--- src/rtl/delay_ctrl_pkg.sv ---
// Shared definitions for the delay tracking controller: register offsets, state codes.
// Latency: n/a (constants and types only).
// Backpressure: n/a.
package delay_ctrl_pkg;

  // Register offsets relative to the settings-bus base address
  localparam logic [7:0] REG_CTRL        = 8'd0;
  localparam logic [7:0] REG_MANUAL_LEN  = 8'd1;
  localparam logic [7:0] REG_MAX_STEP    = 8'd2;
  localparam logic [7:0] REG_LOCK_THRESH = 8'd3;

  // Controller states (encoding is visible on state_o for debug)
  localparam logic [1:0] ST_MANUAL  = 2'd0;
  localparam logic [1:0] ST_ACQUIRE = 2'd1;
  localparam logic [1:0] ST_TRACK   = 2'd2;
  localparam logic [1:0] ST_HOLD    = 2'd3;

  // CTRL register layout: bit1 = freeze, bit0 = track_en
  typedef struct packed {
    logic freeze;
    logic track_en;
  } ctrl_t;

endpackage

--- src/rtl/len_slewer.sv ---
// Slew limiter: moves len toward target by at most max_step per eop, never past target.
// Latency: len_o updates on the clock edge that samples eop_i.
// Backpressure: none; every eop_i pulse is acted on.
// Ports: clk/reset (sync, active-high), eop_i strobe, target_i, max_step_i (0 acts as 1), len_o.
module len_slewer #(
  parameter int LEN_W = 10
) (
  input  logic             clk,
  input  logic             reset,
  input  logic             eop_i,
  input  logic [LEN_W-1:0] target_i,
  input  logic [7:0]       max_step_i,
  output logic [LEN_W-1:0] len_o
);

  // Common width wide enough to compare a len difference against an 8-bit step
  localparam int DW = (LEN_W > 8) ? LEN_W : 8;

  logic [LEN_W-1:0] len_q, len_d;
  logic [DW-1:0]    step, diff, mv;

  always_comb begin
    step  = (max_step_i == 8'd0) ? DW'(1) : DW'(max_step_i);
    diff  = '0;
    mv    = '0;
    len_d = len_q;
    if (eop_i) begin
      // Clamping the move to the remaining distance prevents overshoot
      if (target_i > len_q) begin
        diff  = DW'(target_i - len_q);
        mv    = (diff < step) ? diff : step;
        len_d = len_q + mv[LEN_W-1:0];
      end else if (target_i < len_q) begin
        diff  = DW'(len_q - target_i);
        mv    = (diff < step) ? diff : step;
        len_d = len_q - mv[LEN_W-1:0];
      end
    end
  end

  always_ff @(posedge clk) begin
    if (reset) len_q <= '0;
    else       len_q <= len_d;
  end

  assign len_o = len_q;

endmodule

--- src/rtl/delay_track_ctrl.sv ---
// Delay tracking controller: averages offset measurements into a len target, slews len on eop.
// Latency: target updates the cycle after the completing measurement; len moves the cycle after eop.
// Backpressure: none; every meas_valid/eop strobe is consumed (meas ignored in HOLD).
// Ports: clk, reset (sync high), clear, settings bus (set_stb/addr/data), meas_valid/meas_offset,
//        eop; outputs len, locked, state_o (all registered).
module delay_track_ctrl
  import delay_ctrl_pkg::*;
#(
  parameter int MAX_LEN_LOG2 = 10,
  parameter int AVG_LOG2     = 3,
  parameter int SR_BASE      = 0
) (
  input  logic                    clk,
  input  logic                    reset,
  input  logic                    clear,
  input  logic                    set_stb,
  input  logic [7:0]              set_addr,
  input  logic [31:0]             set_data,
  input  logic                    meas_valid,
  input  logic [MAX_LEN_LOG2:0]   meas_offset,
  input  logic                    eop,
  output logic [MAX_LEN_LOG2-1:0] len,
  output logic                    locked,
  output logic [1:0]              state_o
);

  localparam int W     = MAX_LEN_LOG2;
  localparam int A     = AVG_LOG2;
  // 2^A samples of W+1-bit signed values fit exactly in W+1+A bits
  localparam int ACC_W = W + 1 + A;
  localparam int AVG_W = W + 1;
  localparam int CNT_W = A + 1;
  localparam int UW    = (W > 8) ? W : 8;

  localparam logic [7:0] ADDR_CTRL   = 8'(SR_BASE + int'(REG_CTRL));
  localparam logic [7:0] ADDR_MANUAL = 8'(SR_BASE + int'(REG_MANUAL_LEN));
  localparam logic [7:0] ADDR_STEP   = 8'(SR_BASE + int'(REG_MAX_STEP));
  localparam logic [7:0] ADDR_THRESH = 8'(SR_BASE + int'(REG_LOCK_THRESH));
  localparam logic [CNT_W-1:0] CNT_LAST = CNT_W'((2 ** A) - 1);

  // Settings registers
  ctrl_t        ctrl_q;
  logic [W-1:0] manual_len_q;
  logic [7:0]   max_step_q;
  logic [W-1:0] lock_thresh_q;

  // Tracking state
  logic [1:0]              state_q, state_d;
  logic signed [ACC_W-1:0] acc_q, acc_d;
  logic [CNT_W-1:0]        cnt_q, cnt_d;
  logic [W-1:0]            target_q, target_d;
  logic                    locked_q, locked_d;

  logic [W-1:0]            len_w;
  logic signed [ACC_W-1:0] meas_ext, acc_sum;
  logic signed [AVG_W-1:0] avg;
  logic [AVG_W-1:0]        abs_avg;
  logic signed [W+1:0]     tgt_sum;
  logic [W-1:0]            tgt_sat;
  logic                    avg_in_lock;
  logic                    unused_set_data;

  assign unused_set_data = ^set_data[31:UW];

  always_ff @(posedge clk) begin
    if (reset) begin
      ctrl_q        <= '0;
      manual_len_q  <= '0;
      max_step_q    <= 8'd1;
      lock_thresh_q <= '0;
    end else if (set_stb) begin
      if (set_addr == ADDR_CTRL)   ctrl_q        <= ctrl_t'(set_data[1:0]);
      if (set_addr == ADDR_MANUAL) manual_len_q  <= set_data[W-1:0];
      if (set_addr == ADDR_STEP)   max_step_q    <= set_data[7:0];
      if (set_addr == ADDR_THRESH) lock_thresh_q <= set_data[W-1:0];
    end
  end

  // Average including the current sample; only used when it completes the window
  always_comb begin
    meas_ext = ACC_W'(signed'(meas_offset));
    acc_sum  = acc_q + meas_ext;
    avg      = AVG_W'(acc_sum >>> A);
    abs_avg  = avg[AVG_W-1] ? AVG_W'(-avg) : AVG_W'(avg);
    avg_in_lock = (abs_avg <= {1'b0, lock_thresh_q});
    tgt_sum  = signed'({2'b00, len_w}) + (W+2)'(avg);
    if (tgt_sum[W+1])  tgt_sat = '0;
    else if (tgt_sum[W]) tgt_sat = '1;
    else               tgt_sat = tgt_sum[W-1:0];
  end

  always_comb begin
    state_d  = state_q;
    acc_d    = acc_q;
    cnt_d    = cnt_q;
    target_d = target_q;
    locked_d = locked_q;
    if (clear) begin
      acc_d    = '0;
      cnt_d    = '0;
      locked_d = 1'b0;
      target_d = len_w;
      state_d  = ctrl_q.track_en ? ST_ACQUIRE : ST_MANUAL;
    end else if (!ctrl_q.track_en) begin
      acc_d    = '0;
      cnt_d    = '0;
      locked_d = 1'b0;
      target_d = manual_len_q;
      state_d  = ST_MANUAL;
    end else begin
      case (state_q)
        ST_MANUAL: state_d = ST_ACQUIRE;
        ST_ACQUIRE, ST_TRACK: begin
          if (ctrl_q.freeze) begin
            state_d = ST_HOLD;
          end else if (meas_valid) begin
            if (cnt_q == CNT_LAST) begin
              acc_d    = '0;
              cnt_d    = '0;
              target_d = tgt_sat;
              // The first average out of ACQUIRE only moves the target
              if (state_q == ST_TRACK) locked_d = avg_in_lock;
              state_d  = ST_TRACK;
            end else begin
              acc_d = acc_sum;
              cnt_d = cnt_q + 1'b1;
            end
          end
        end
        ST_HOLD: if (!ctrl_q.freeze) state_d = ST_TRACK;
        default: state_d = ST_MANUAL;
      endcase
    end
  end

  always_ff @(posedge clk) begin
    if (reset) begin
      state_q  <= ST_MANUAL;
      acc_q    <= '0;
      cnt_q    <= '0;
      target_q <= '0;
      locked_q <= 1'b0;
    end else begin
      state_q  <= state_d;
      acc_q    <= acc_d;
      cnt_q    <= cnt_d;
      target_q <= target_d;
      locked_q <= locked_d;
    end
  end

  // Slewer sees the registered target, so an average completing alongside an eop
  // only influences the following eop
  len_slewer #(.LEN_W(W)) u_len_slewer (
    .clk        (clk),
    .reset      (reset),
    .eop_i      (eop),
    .target_i   (target_q),
    .max_step_i (max_step_q),
    .len_o      (len_w)
  );

  assign len     = len_w;
  assign locked  = locked_q;
  assign state_o = state_q;

endmodule

--- config.mk ---
export PLATFORM = sky130hd
export DESIGN_NAME = delay_track_ctrl
export DESIGN_NICKNAME = d
export VERILOG_FILES = /design/src/rtl/delay_ctrl_pkg.sv /design/src/rtl/len_slewer.sv /design/src/rtl/delay_track_ctrl.sv
export SDC_FILE = /design/constraint.sdc
export NUM_CORES = 1
export LEC_CHECK = 0
export ABC_AREA = 1
export BUFFER_PORTS_ARGS = -buffer_cell sky130_fd_sc_hd__buf_2
export CELL_PAD_IN_SITES_DETAIL_PLACEMENT = 2
export CELL_PAD_IN_SITES_GLOBAL_PLACEMENT = 2
export CORE_AREA = 2 2 135 137
export CTS_CLUSTER_DIAMETER = 60
export DETAILED_ROUTE_END_ITERATION = 7
export DIE_AREA = 0 0 137 139
export GPL_ROUTABILITY_DRIVEN = 0
export PLACE_DENSITY_LB_ADDON = 0.1
export SETUP_SLACK_MARGIN = 0.05
export SYNTH_ARGS = -nofsm -noshare
export SYNTH_HDL_FRONTEND = slang
export SYNTH_SLANG_ARGS = --single-unit
--- constraint.sdc ---
create_clock -name clk -period 7.57 [get_ports clk]
set_input_delay 0.757 -clock clk [delete_from_list [all_inputs] [get_ports clk]]
set_output_delay 0.757 -clock clk [all_outputs]
set_load 0.05 [all_outputs]
==> impl_metrics.json <==
{
  "result_of_the_run": "finished clean",
  "cap_viol_max_count": 0,
  "clk_pin_slew_ns": 0.06,
  "critPathRequiredTime_ns": 7.81,
  "drc": 0,
  "initial_antenna_violation_count": 0,
  "clkSinkCount": 71,
  "power_density_nw_per_um2": 372.7,
  "multi_input_area_um2": 4207,
  "share_of_final_layout_standard_cells_stronger_than_drive_strength_1_pct": 11.28,
  "num_rows": 49,
  "detail_route.iter0.violations": 136,
  "clk_tree_root_cell": "clkbuf_16",
  "finalWorstPathRequiredPeriod_ns": 6.448,
  "number_of_filler_instances_in_the_final_layout": 2147,
  "floorplan.die.height_um": 139,
  "ctsHtreeMaxLevel": 3,
  "report.final.hold_viol_count": 0,
  "routedWlPerCell_um": 18.69,
  "tightestPinTransition_ns": 0.6725,
  "via_count": 6126,
  "worst_path_largest_cell_delay_ns": 0.65,
  "synth_cells": 893,
  "synth_area_leaders": "dfxtp_1, ha_1, nand2_1, a21oi_1, inv_1",
  "postLayoutSetupSlackWorst_ns": 1.122,
  "dieArea_um2": 19040,
  "core_um2": 17660,
  "worst-endpoint-arrival_ns": 6.69,
  "placement.cell_area_um2": 6640,
  "grt_first_pass_wirelength_um": 36180,
  "grt_overflow_total": 0,
  "netlist_area_before_placement_um2": 6183,
  "first_global_vias": 7005,
  "routed_via_density": 5.240,
  "floorplan.die.width_um": 137,
  "syn_to_final_growth_pct": 12.42,
  "timing.critical_path.fanout_max": 10,
  "cts_buffer_depth": 2,
  "layout_worst_path_cycle_share_pct": 85.18,
  "total_setup_buffers_inserted_after_cts": 0,
  "ys_seq_area_share_pct": 22.99,
  "ir_drop_uv": 141.5,
  "rsz0062_at_grt": "false",
  "design_area_um2": 6952,
  "timing.max_slew.rel_slack_pct": 55.06,
  "start_kind": "flop",
  "hold_buffers": 0,
  "fmax_mhz": 155.1,
  "synth_area_per_cell_um2": 6.924,
  "buffer_ports.inserted": 47,
  "ys_warn_count": 0,
  "postRouteWirelength_um": 21850,
  "synth.lib_cells_used.distinct": 52,
  "clock_tree_from_tritoncts": "done",
  "skew_ns": 0.01060,
  "grt_start_max_net_pins": 43,
  "ys_ff_latch": 71,
  "final_antenna_net_count": 0,
  "start_util_pct": 35.02,
  "tns_ns": 0,
  "setup.worst_path.end_class": "flop",
  "post-synth-top-area-fraction_pct": 22.99,
  "ioPinCount": 70,
  "dpl.hpwl_um": 18000,
  "drtPass1Iterations": 4,
  "hold_path_class": "flop to flop",
  "nNetsFinal": 1077,
  "cts_buffers": 9,
  "antenna_cells": 0,
  "static_leakage_power_nw": 3.274,
  "yosys.area.top_type": "dfxtp_1",
  "crit_slowest_cell": "dfxtp_1",
  "final-setup-viol-count": 0,
  "pre_cts_ws_ns": 1.155,
  "worstSkewPairLatency_ns": 0.35,
  "path_common_cell": "nand2_1",
  "finalMaxSlewViolations": 0,
  "seqCellArea_um2": 1421,
  "track_usage_pct": 24.31,
  "layout.cells.most_common": "nand2_1",
  "ctsResizeCount": 0,
  "final_cell_mix": "nand2_1, inv_1, a21oi_1, ha_1, o21ai_0",
  "post_syn_nets": 1035,
  "critPathKind": "flop to flop"
}
## critical path, delay by kind of cell, from the launching register on
| kind | cells | cell delay (ns) |
|---|---|---|
| AOI/OAI and AO/OA | 10 | 2.26 |
| and+or+nand+nor | 18 | 1.49 |
| adders and majority gates | 4 | 1.25 |
| DFF | 1 | 0.65 |
| xor gates and xnor gates | 1 | 0.35 |
| buffers and inverters | 3 | 0.31 |
## layout make-up
cell class,count,share of cell area [%]
Clock buffer,10,3.438
Clock inverter,6,1.044
Inverter,128,6.947
Multi-Input combinational cell,677,60.51
Sequential cell,71,20.45
Tap cell,229,4.122
Timing Repair Buffer,48,3.492
## per-layer routing
metal | global-route usage, % | share of wire (%) | wire length [µm]
met1 | 26.93 | 41 | 8857
met2 | 45.25 | 53 | 11600
met3 | 3.472 | 2.5 | 536
met4 | 10.47 | 3.9 | 858
met5 | 0 | 0 | 0
## per-stage QoR
step	cells	utilization (%)	total power, W	hold WS (ns)
CTS	1169	39.37	0.002614	0.4798
global placement	1153	37.61	0.002037	0.4496
global route	1169	39.37	0.002836	0.4983
detailed placement	1153	37.61	0.002137	0.4706
finish	1169	39.37	0.002591	0.4722
floorplan	893	-	0.001664	0.4298
## cell usage after synthesis (all sizes together)
library cell / n
xor2: 36
fa: 5
nand3b: 3
nor3b: 2
inv: 127
o31ai: 1
nand2: 184
or2: 5
a21oi: 123
dfxtp: 71
o21a: 2
ha: 80
o21bai: 4
xnor2: 10
a31oi: 5
nor4: 2
a2bb2oi: 1
and3: 1
a22oi: 1
clkinv: 1
or4: 1
nor2: 60
buf: 3
a21o: 2
clkbuf: 14
a211oi: 4
o21ai: 97
a31o: 1
nand4: 6
a21boi: 1
o221ai: 2
nor3: 9
nand3: 25
o211ai: 4
## state kept, by name, summed over array words and instances, names as in the netlist
register / count
max_step_q: 8
state_o: 2
cnt_q: 4
ctrl_q: 2
locked: 1
acc_q: 14
lock_thresh_q: 10
u_len_slewer.len_o: 10
target_q: 10
manual_len_q: 10
## power breakdown
group	internal, W	switching (W)	total, W
combinational	0.000576	0.00110	0.00167
sequential	0.000401	0.0000581	0.000459
clock	0.000269	0.000191	0.000461
## kinds of logic (layout without fill, tap and decap cells)
kind of cell,after synthesis,count (layout),share of synthesized area [%]
simple gates,298,298,21.17
compound gates,248,248,22.00
buf+inv,145,192,8.984
fa+ha+maj,85,85,17.81
flops,71,71,22.99
xor+xnor,46,46,7.062
## worst paths after layout
path | slack [ns] | from | cells after the start | endpoint
max | 1.12 | u_len_slewer.len_o[1]$_SDFFE_PP0P_ | 36 | u_len_slewer.len_o[9]$_SDFFE_PP0P_
min | 0.47 | acc_q[8]$_SDFFE_PP0P_ | 2 | acc_q[8]$_SDFFE_PP0P_
max reg2reg | 1.12 | u_len_slewer.len_o[1]$_SDFFE_PP0P_ | 36 | u_len_slewer.len_o[9]$_SDFFE_PP0P_
min reg2reg | 0.47 | acc_q[8]$_SDFFE_PP0P_ | 2 | acc_q[8]$_SDFFE_PP0P_
Power figures use the tool's default switching activity.
